`src/rtl/mips_trace_buffer.sv`:
```
// mips_trace_buffer: retire-trace capture for the MIPS cores.
//
// The buffer records (pc, instruction, result) samples into a circular
// buffer of DEPTH entries. The newest entry overwrites the oldest.
// Capture stops in one of two ways:
//   - a PC-match trigger followed by POST_TRIG further samples
//   - a watchdog that fires CYC_LIMIT clocks after arm
// The captured history is then read out oldest-first. The read port is
// first-word-fall-through.
//
// Ports:
//   CLK, RST      clock; asynchronous active-high reset
//   arm           pulse: clear and start capture (honoured in IDLE/DONE)
//   smp_*         sample qualifier plus PC / instruction / result
//   trig_en/pc    PC-match trigger enable and address
//   rd_en         pop the head entry during readout
//   busy/done     capture in progress / capture finished
//   triggered     stop caused by the trigger window completing
//   timeout       stop caused by the watchdog
//   rd_valid/rd_* head entry of the readout; zero when rd_valid=0
//
// Optional feature, macro TRACE_CYCLE_STAMP_EN:
//   When this macro is defined, each entry also stores the cycle counter
//   value from the moment it was written. That value is presented on
//   rd_stamp.
module mips_trace_buffer #(
    parameter int DATA_W    = 32,
    parameter int DEPTH     = 16,
    parameter int POST_TRIG = 4,
    parameter int CYC_W     = 16,
    parameter int CYC_LIMIT = 1600
) (
    input  logic              CLK,
    input  logic              RST,
    input  logic              arm,
    input  logic              smp_valid,
    input  logic [DATA_W-1:0] smp_pc,
    input  logic [DATA_W-1:0] smp_ins,
    input  logic [DATA_W-1:0] smp_result,
    input  logic              trig_en,
    input  logic [DATA_W-1:0] trig_pc,
    input  logic              rd_en,
    output logic              busy,
    output logic              done,
    output logic              triggered,
    output logic              timeout,
    output logic              rd_valid,
    output logic [DATA_W-1:0] rd_pc,
    output logic [DATA_W-1:0] rd_ins,
    output logic [DATA_W-1:0] rd_result
`ifdef TRACE_CYCLE_STAMP_EN
    ,
    output logic [CYC_W-1:0]  rd_stamp
`endif
);

    localparam int PTR_W = (DEPTH > 1) ? $clog2(DEPTH) : 1;
    localparam int CNT_W = PTR_W + 1;
    localparam int PST_W = (POST_TRIG < 2) ? 1 : $clog2(POST_TRIG + 1);

    typedef enum logic [1:0] {S_IDLE, S_ARMED, S_POST, S_DONE} state_t;

    state_t             state_q, state_d;
    logic [PTR_W-1:0]   wr_ptr_q, wr_ptr_d;
    logic [PTR_W-1:0]   rd_ptr_q, rd_ptr_d;
    logic [CNT_W-1:0]   count_q, count_d;
    logic [CNT_W-1:0]   remain_q, remain_d;
    logic [CYC_W-1:0]   cyc_q, cyc_d;
    logic [PST_W-1:0]   post_q, post_d;
    logic               trig_q, trig_d;
    logic               tmo_q, tmo_d;
    logic               wr_en;
    logic               post_end;

    logic [DATA_W-1:0]  pc_mem  [DEPTH];
    logic [DATA_W-1:0]  ins_mem [DEPTH];
    logic [DATA_W-1:0]  res_mem [DEPTH];
`ifdef TRACE_CYCLE_STAMP_EN
    logic [CYC_W-1:0]   stamp_mem [DEPTH];
`endif

    always_comb begin
        state_d  = state_q;
        wr_ptr_d = wr_ptr_q;
        rd_ptr_d = rd_ptr_q;
        count_d  = count_q;
        remain_d = remain_q;
        cyc_d    = cyc_q;
        post_d   = post_q;
        trig_d   = trig_q;
        tmo_d    = tmo_q;
        wr_en    = 1'b0;
        post_end = 1'b0;

        case (state_q)
            S_IDLE, S_DONE: begin
                if (arm) begin
                    state_d  = S_ARMED;
                    wr_ptr_d = '0;
                    rd_ptr_d = '0;
                    count_d  = '0;
                    remain_d = '0;
                    cyc_d    = '0;
                    post_d   = '0;
                    trig_d   = 1'b0;
                    tmo_d    = 1'b0;
                end else if (state_q == S_DONE && rd_en && remain_q != '0) begin
                    rd_ptr_d = rd_ptr_q + 1'b1;
                    remain_d = remain_q - 1'b1;
                end
            end

            S_ARMED, S_POST: begin
                cyc_d = cyc_q + 1'b1;
                if (smp_valid) begin
                    wr_en    = 1'b1;
                    wr_ptr_d = wr_ptr_q + 1'b1;
                    if (count_q != CNT_W'(DEPTH)) begin
                        count_d = count_q + 1'b1;
                    end
                end

                if (state_q == S_ARMED) begin
                    if (smp_valid && trig_en && smp_pc == trig_pc) begin
                        if (POST_TRIG == 0) begin
                            post_end = 1'b1;
                        end else begin
                            post_d  = PST_W'(POST_TRIG);
                            state_d = S_POST;
                        end
                    end
                end else if (smp_valid) begin
                    post_d   = post_q - 1'b1;
                    post_end = (post_q == PST_W'(1));
                end

                // Trigger completion takes precedence over the watchdog.
                if (post_end) begin
                    state_d = S_DONE;
                    trig_d  = 1'b1;
                end else if (cyc_d == CYC_W'(CYC_LIMIT)) begin
                    state_d = S_DONE;
                    tmo_d   = 1'b1;
                end

                // Oldest surviving entry sits count entries behind the write pointer.
                if (state_d == S_DONE) begin
                    rd_ptr_d = wr_ptr_d - count_d[PTR_W-1:0];
                    remain_d = count_d;
                end
            end

            default: state_d = S_IDLE;
        endcase
    end

    always_ff @(posedge CLK or posedge RST) begin
        if (RST) begin
            state_q  <= S_IDLE;
            wr_ptr_q <= '0;
            rd_ptr_q <= '0;
            count_q  <= '0;
            remain_q <= '0;
            cyc_q    <= '0;
            post_q   <= '0;
            trig_q   <= 1'b0;
            tmo_q    <= 1'b0;
        end else begin
            state_q  <= state_d;
            wr_ptr_q <= wr_ptr_d;
            rd_ptr_q <= rd_ptr_d;
            count_q  <= count_d;
            remain_q <= remain_d;
            cyc_q    <= cyc_d;
            post_q   <= post_d;
            trig_q   <= trig_d;
            tmo_q    <= tmo_d;
        end
    end

    // Storage is not reset; rd_valid gating keeps stale contents invisible.
    always_ff @(posedge CLK) begin
        if (wr_en) begin
            pc_mem[wr_ptr_q]    <= smp_pc;
            ins_mem[wr_ptr_q]   <= smp_ins;
            res_mem[wr_ptr_q]   <= smp_result;
`ifdef TRACE_CYCLE_STAMP_EN
            stamp_mem[wr_ptr_q] <= cyc_q;
`endif
        end
    end

    assign busy      = (state_q == S_ARMED) || (state_q == S_POST);
    assign done      = (state_q == S_DONE);
    assign triggered = trig_q;
    assign timeout   = tmo_q;
    assign rd_valid  = (state_q == S_DONE) && (remain_q != '0);
    assign rd_pc     = rd_valid ? pc_mem[rd_ptr_q]  : '0;
    assign rd_ins    = rd_valid ? ins_mem[rd_ptr_q] : '0;
    assign rd_result = rd_valid ? res_mem[rd_ptr_q] : '0;
`ifdef TRACE_CYCLE_STAMP_EN
    assign rd_stamp  = rd_valid ? stamp_mem[rd_ptr_q] : '0;
`endif

endmodule

```
`config.mk`:
```
export PLATFORM = sky130hd
export DESIGN_NAME = mips_trace_buffer
export DESIGN_NICKNAME = d
export VERILOG_FILES = /design/src/rtl/mips_trace_buffer.sv
export SDC_FILE = /design/constraint.sdc
export NUM_CORES = 1
export LEC_CHECK = 0
export BUFFER_PORTS_ARGS = -buffer_cell sky130_fd_sc_hd__clkbuf_2
export CAP_MARGIN = 0
export CORE_UTILIZATION = 60
export DETAILED_ROUTE_END_ITERATION = 6
export GPL_ROUTABILITY_DRIVEN = 0
export PLACE_DENSITY = 0.78
export SLEW_MARGIN = 10
export SYNTH_ARGS = -nofsm -noshare
export SYNTH_HDL_FRONTEND = slang
export SYNTH_SLANG_ARGS = --single-unit
```
`constraint.sdc`:
```
create_clock -name CLK -period 17.95 [get_ports CLK]
set_input_delay 3.59 -clock CLK [delete_from_list [all_inputs] [get_ports CLK]]
set_output_delay 3.59 -clock CLK [all_outputs]
set_load 0.02 [all_outputs]
```
==> results of run 1 <==
[flip-flops by register name, summed over array words and instances (netlist names)]
| signal | cells |
|---|---|
| count_q | 5 |
| cyc_q | 16 |
| ins_mem | 512 |
| pc_mem | 512 |
| post_q | 3 |
| rd_ptr_q | 4 |
| remain_q | 5 |
| res_mem | 512 |
| state_q | 2 |
| timeout | 1 |
| triggered | 1 |
| wr_ptr_q | 4 |
[worst min-delay path, delay by kind of cell (launching register included)]
family          cells  cell delay [ns]
compound gates      1             0.06
simple gates        1             0.05
flops               1             0.34
[cells in the final DEF (no fill, tap or decap), types with 5 or more instances in the layout]
cell type / n
sky130_fd_sc_hd__edfxtp_1: 1536
sky130_fd_sc_hd__mux4_2: 480
sky130_fd_sc_hd__clkbuf_2: 234
sky130_fd_sc_hd__clkbuf_16: 157
sky130_fd_sc_hd__and2_1: 99
sky130_fd_sc_hd__buf_4: 40
sky130_fd_sc_hd__dfrtp_1: 37
sky130_fd_sc_hd__nand2_1: 36
sky130_fd_sc_hd__clkinv_1: 34
sky130_fd_sc_hd__o21ai_0: 31
sky130_fd_sc_hd__clkbuf_1: 29
sky130_fd_sc_hd__xnor2_1: 26
sky130_fd_sc_hd__clkinv_2: 25
sky130_fd_sc_hd__nor2_1: 21
sky130_fd_sc_hd__inv_1: 19
sky130_fd_sc_hd__ha_1: 17
sky130_fd_sc_hd__xor2_1: 16
sky130_fd_sc_hd__bufinv_16: 15
sky130_fd_sc_hd__nand4_1: 11
sky130_fd_sc_hd__o31ai_1: 11
sky130_fd_sc_hd__clkinvlp_4: 11
sky130_fd_sc_hd__nand3_1: 9
sky130_fd_sc_hd__a21oi_1: 8
sky130_fd_sc_hd__diode_2: 7
sky130_fd_sc_hd__inv_6: 7
sky130_fd_sc_hd__a21o_1: 6
sky130_fd_sc_hd__o22ai_1: 6
sky130_fd_sc_hd__and2_4: 6
sky130_fd_sc_hd__and3_4: 6
sky130_fd_sc_hd__buf_12: 6
sky130_fd_sc_hd__nor4_1: 5
[per-layer routing]
layer  part of all wire  global-route usage  routed length (µm)  up-vias
li1                   -                   -                   -    11641
met1               0.37               0.380               52600    15534
met2               0.50               0.464               72000     1748
met3              0.093              0.0630               13300      313
met4              0.032               0.100                4590       22
met5            0.00088                   0                 126        -
[path summary, 6_finish.rpt]
| check | depth (start not counted) | from | slack, ns | end |
|---|---|---|---|---|
| max reg2reg | 7 | state_q[1] | 13.87 | res_mem[2][16] |
| max in group asynchronous | 3 | RST | 14.48 | rd_ptr_q[0] |
| min | 2 | post_q[1] | 0.50 | post_q[1] |
| min reg2reg | 2 | post_q[1] | 0.50 | post_q[1] |
| min in group asynchronous | 3 | RST | 3.03 | remain_q[4] |
| max | 7 | rd_ptr_q[0] | 8.27 | rd_result[19] |
[power by group through the flow]
stage / registers, mW / logic [mW] / clock network, mW
floorplan: 4.32 / 1.95 / 0
global placement: 4.37 / 2.60 / 0
detailed placement: 4.38 / 2.65 / 0
CTS: 4.31 / 2.69 / 3.21
global route: 4.32 / 2.81 / 3.34
finish: 4.31 / 2.66 / 3.17
[cells by family (layout without fill, tap and decap cells)]
kind of cell | after synthesis | in the layout | synth area share
flip-flops | 1577 | 1577 | 0.771
multiplexers | 486 | 486 | 0.178
AND/OR/NAND/NOR | 223 | 223 | 0.0214
buffers and inverters | 152 | 580 | 0.0101
AO/OA/AOI/OAI | 88 | 88 | 0.00994
XOR/XNOR | 42 | 42 | 0.00601
adder cells (fa/ha/maj) | 18 | 18 | 0.00380
other | 0 | 7 | 0
[final cells by class]
type	instances	area, µm²	share of cell area
flip-flops and latches	1577	47200	0.684
multi-input cells	857	13500	0.196
clock buffers	187	4050	0.0587
well taps	1357	1700	0.0246
repair buffers	280	1590	0.0231
clock inverters	94	880	0.0128
inverters	19	71.3	0.00103
diodes	7	17.5	0.000254
==> flow_summary.yaml, run 1 <==
run_status:
  outcome: "complete, no violations"
synthesis:
  synth_area_um2: 61200
  synthesis.instances: 2586
  netlist_top_cells_count: "sky130_fd_sc_hd__edfxtp_1 (1,536), sky130_fd_sc_hd__mux4_2 (480), sky130_fd_sc_hd__and2_1 (105)"
  sequential_area_share_after_synthesis: 0.771
  synthDistinctLibCells: 53
  yosysWarningCount: 0
  synthesis.nets: 2738
  netlist.top_cell.by_area: "sky130_fd_sc_hd__edfxtp_1"
  async_reset_ff_frac: 0.0260
  netlist_top_cells_area: "sky130_fd_sc_hd__edfxtp_1 (75%), sky130_fd_sc_hd__mux4_2 (18%), sky130_fd_sc_hd__dfrtp_1 (1.7%), sky130_fd_sc_hd__and2_1 (1.1%), sky130_fd_sc_hd__clkbuf_1 (0.52%)"
  synth.most_common_cell: "sky130_fd_sc_hd__edfxtp_1"
  yosys_most_used_dff: "sky130_fd_sc_hd__edfxtp_1"
  synth_edf_count: 1536
  post_synth.cell_area_avg_um2: 23.7
  synth.top_cell.area_share: 0.754
  postSynthRegisterBits: 1577
placed_design:
  numPlacedInstances: 4090
  dpl-instance-area_um2: 64000
  post_detail_place_hpwl_um: 68700
  place_worst_setup_slack_ns: 8.81
  io_buffers: 234
setup_path:
  timing.critical_path.max_delay_family: "buffers and inverters"
  cp.buffers_inverters: 4
  worstPathArrival_ns: 6.09
  path_class: "reg2out"
  cp_max_fo: 122
  end_kind: "primary output"
  cp.required_ns: 14.36
  critical_path.cell_chain: "buf_12 > buf_4 > buf_4 > mux4_2 > mux4_2 > and2_1 > clkbuf_2"
  worst_path_max_delay_cell: "sky130_fd_sc_hd__buf_4"
  timing.critical_path.from_type: "flop"
  largest_incremental_delay_on_the_critical_path_ns: 0.99
timing:
  clock_skew_ns: 0.0200
  slew_violations: 0
  final_count_of_hold_timing_violations: 0
  rsz_0062_raised_after_global_routing: "false"
  timing.final.setup_violations: 0
  fin_crit_ns: 9.68
  highest_clock_frequency_the_design_can_meet_mhz: 103
  slew_headroom: 0.246
  worst_pin_slew_ns: 1.12
  final_min_period_over_clock_period: 0.539
  timing.final.ws_setup_ns: 8.27
  setup_total_negative_slack_ns: 0
  whs_ns: 0.496
finish:
  number_of_nets_in_the_layout: 3038
  share_of_layout_cells_above_drive_strength_1: 0.337
  final_cell_count_no_fill: 4378
  areaGrowthSynthToFinish_pct: 12.7
  stdcell_area_um2: 69000
  final.fill_count: 5860
  final_core_utilization: 0.686
clocking:
  cts-root-buf: "sky130_fd_sc_hd__clkbuf_16"
  tritoncts_clock_tree: "yes"
  cts.sinks: 1577
  cts_buffers: 151
  cts.htree.levels: 4
  postcts_resize_cnt: 0
  clk_path_buf_depth: 3
  holdBufCountCts: 0
  clock_network_latency_to_the_later_pin_of_the_worst_skew_pair_ns: 0.76
  cts_setup_buffers: 0
  clk_pin_slew_worst_paths_ns: 0.06
global_routing:
  grt.total_usage: 0.283
  grt_pass1_wl_um: 206000
  initial_antenna_violation_count: 20
  grt_start_max_net_pins: 182
  globalRouteOverflowTotal: 0
  grt_pass1_vias: 30232
power_and_ir_drop:
  power_report.internal_total_mw: 7.27
  power_density_nw_per_um2: 147
  power.sequential.fraction: 0.425
  total_leakage_power_nw: 21.9
  switching_share: 0.283
  total_power_mw: 10.1
  clock_power_share: 0.313
  power_switching_mw: 2.87
  p_comb_frac: 0.262
  vdd.ir_drop.worst_uv: 129
die:
  start_util: 0.608
  design.core.area_um2: 101000
  fp.dieH_um: 321
  dieWidth_um: 321
  die_area_um2: 103000
  io-pin-count: 235
  core.rowCount: 116
routing:
  routed_wire_length_per_instance_um: 32.6
  postRouteAntennaNets: 0
  routed-via-count: 29258
  vias_per_cell: 6.68
  remaining_drc_errors: 0
  wl_um: 143000
  detailed_routing_iterations_pass_1: 5
  drt_iter0_markers: 3611
job:
  timing.max_cap.violations: 0
hold_path:
  hp-class: "reg2reg"
(Power assumes the default switching activity.)
==> inputs of run 2 (changes only) <==
Settings changed: CORE_UTILIZATION 60 to 55, PLACE_DENSITY 0.78 to 0.75.
Clock period 17.95 ns to 8.9 ns, I/O delays scaled along.
==> flow_summary.yaml, run 2 (same netlist as run 1, synthesis figures left out) <==
clocking:
  cts_setup_buffers: 0
  holdBufCountCts: 0
  cts.sinks: 1577
  clk_path_buf_depth: 3
  cts.htree.levels: 4
  cts-root-buf: "sky130_fd_sc_hd__clkbuf_16"
  tritoncts_clock_tree: "yes"
  clk_pin_slew_worst_paths_ns: 0.06
  postcts_resize_cnt: 0
  cts_buffers: 157
  clock_network_latency_to_the_later_pin_of_the_worst_skew_pair_ns: 0.78
setup_path:
  end_kind: "primary output"
  r2r-start: "state_q[1]"
  worstPathArrival_ns: 4.29
  worst_path_max_delay_cell: "sky130_fd_sc_hd__dfrtp_4"
  largest_incremental_delay_on_the_critical_path_ns: 1.03
  critical_path.cell_chain: "buf_12 > mux4_2 > mux4_2 > and2_1 > clkbuf_2"
  cp_max_fo: 118
  timing.reg2reg.setup_slack_ns: 5.03
  cp_common_cell: "sky130_fd_sc_hd__mux4_2"
  path_class: "reg2out"
  timing.critical_path.from_type: "flop"
  cp.required_ns: 7.12
  r2r-end: "pc_mem[8][9]"
  r2r_cells: 7
global_routing:
  grt_pass1_vias: 30101
  grt.total_usage: 0.254
  grt_start_max_net_pins: 157
  initial_antenna_violation_count: 8
  grt_pass1_wl_um: 204000
  globalRouteOverflowTotal: 0
timing:
  fin_crit_ns: 6.07
  whs_ns: 0.503
  timing.final.setup_violations: 0
  final_min_period_over_clock_period: 0.681
  clock_skew_ns: 0.0287
  final_count_of_hold_timing_violations: 0
  slew_headroom: 0.126
  timing.final.ws_setup_ns: 2.83
  highest_clock_frequency_the_design_can_meet_mhz: 165
  worst_pin_slew_ns: 1.31
  setup_total_negative_slack_ns: 0
  rsz_0062_raised_after_global_routing: "false"
  slew_violations: 0
power_and_ir_drop:
  vdd.ir_drop.worst_uv: 247
  power_density_nw_per_um2: 296
  total_power_mw: 20.5
  total_leakage_power_nw: 22.0
routing:
  wl_um: 140000
  postRouteAntennaNets: 0
  remaining_drc_errors: 0
  detailed_routing_iterations_pass_1: 5
  vias_per_cell: 6.43
  drt_iter0_markers: 3480
  routed-via-count: 28863
  routed_wire_length_per_instance_um: 31.3
hold_path:
  hold_path_sink: "post_q[1]"
  hp-class: "reg2reg"
  min_delay_path_depth: 2
  worst_hold_startpoint: "post_q[1]"
placed_design:
  post_detail_place_hpwl_um: 67500
  io_buffers: 234
  place_worst_setup_slack_ns: 3.58
die:
  dieWidth_um: 336
  core.rowCount: 121
  design.core.area_um2: 110000
  start_util: 0.558
  die_area_um2: 113000
  io-pin-count: 235
  fp.dieH_um: 336
run_status:
  outcome: "complete, no violations"
finish:
  top_regs: "ins_mem (512), pc_mem (512), res_mem (512)"
  share_of_layout_cells_above_drive_strength_1: 0.337
  number_of_nets_in_the_layout: 3038
  final_common_cell: "sky130_fd_sc_hd__edfxtp_1"
  areaGrowthSynthToFinish_pct: 13.2
  layout_common_cells: "sky130_fd_sc_hd__edfxtp_1 (1,536), sky130_fd_sc_hd__mux4_2 (480), sky130_fd_sc_hd__clkbuf_2 (234), sky130_fd_sc_hd__clkbuf_16 (160), sky130_fd_sc_hd__and2_1 (99)"
job:
  timing.max_cap.violations: 0
[run 2: power by group]
part | internal, mW | leakage [nW] | switching, mW
registers | 8.46 | 14.4 | 0.258
clock network | 3.74 | 2.48 | 2.77
logic | 2.53 | 5.15 | 2.78
total | 14.7 | 22.0 | 5.80
[run 2: cell type report]
type	instances	area [µm²]
Clock buffer	189	4110
Multi-Input combinational cell	857	13500
Inverter	19	71.3
Sequential cell	1577	47200
Tap cell	1476	1850
Timing Repair Buffer	274	1600
Antenna cell	3	7.51
Clock inverter	94	943
Fill cell	7164	40400
[run 2: worst max-delay path, delay by kind of cell, from the launching register on]
kind          cells  cell delay (ns)
simple gates      1             0.22
buf+inv           2             0.80
flops             1             1.03
mux               2             1.10
[run 2: layer usage]
layer  global-route usage  wire, µm  part of all wire  up-vias
li1                     -         -                 -    11661
met1                0.349     54200              0.39    15605
met2                0.425     72200              0.51     1368
met3               0.0472     11000             0.078      223
met4               0.0657      2910             0.021        6
met5                    0        39           0.00028        -
[run 2: worst max path at each step]
stage | start | slack [ns] | endpoint
4_1_cts | rd_ptr_q[0] | 2.76 | rd_pc[19]
3_3_place_gp | rd_ptr_q[0] | 3.64 | rd_pc[14]
5_1_grt | rd_ptr_q[0] | 2.56 | rd_pc[14]
2_1_floorplan | smp_valid | 1.96 | ins_mem[9][0]
6_report | rd_ptr_q[0] | 2.83 | rd_pc[14]
3_5_place_dp | rd_ptr_q[0] | 3.58 | rd_result[0]
[run 2: through the flow]
| stage | cell area (µm²) | utilization | cells |
|---|---|---|---|
| 2_1_floorplan | 61200 | - | 2586 |
| 4_1_cts | 69200 | 0.632 | 4486 |
| 5_1_grt | 69200 | 0.632 | 4487 |
| 3_5_place_dp | 64200 | 0.586 | 4203 |
| 3_3_place_gp | 64200 | 0.586 | 4203 |
| 6_report | 69300 | 0.632 | 4489 |
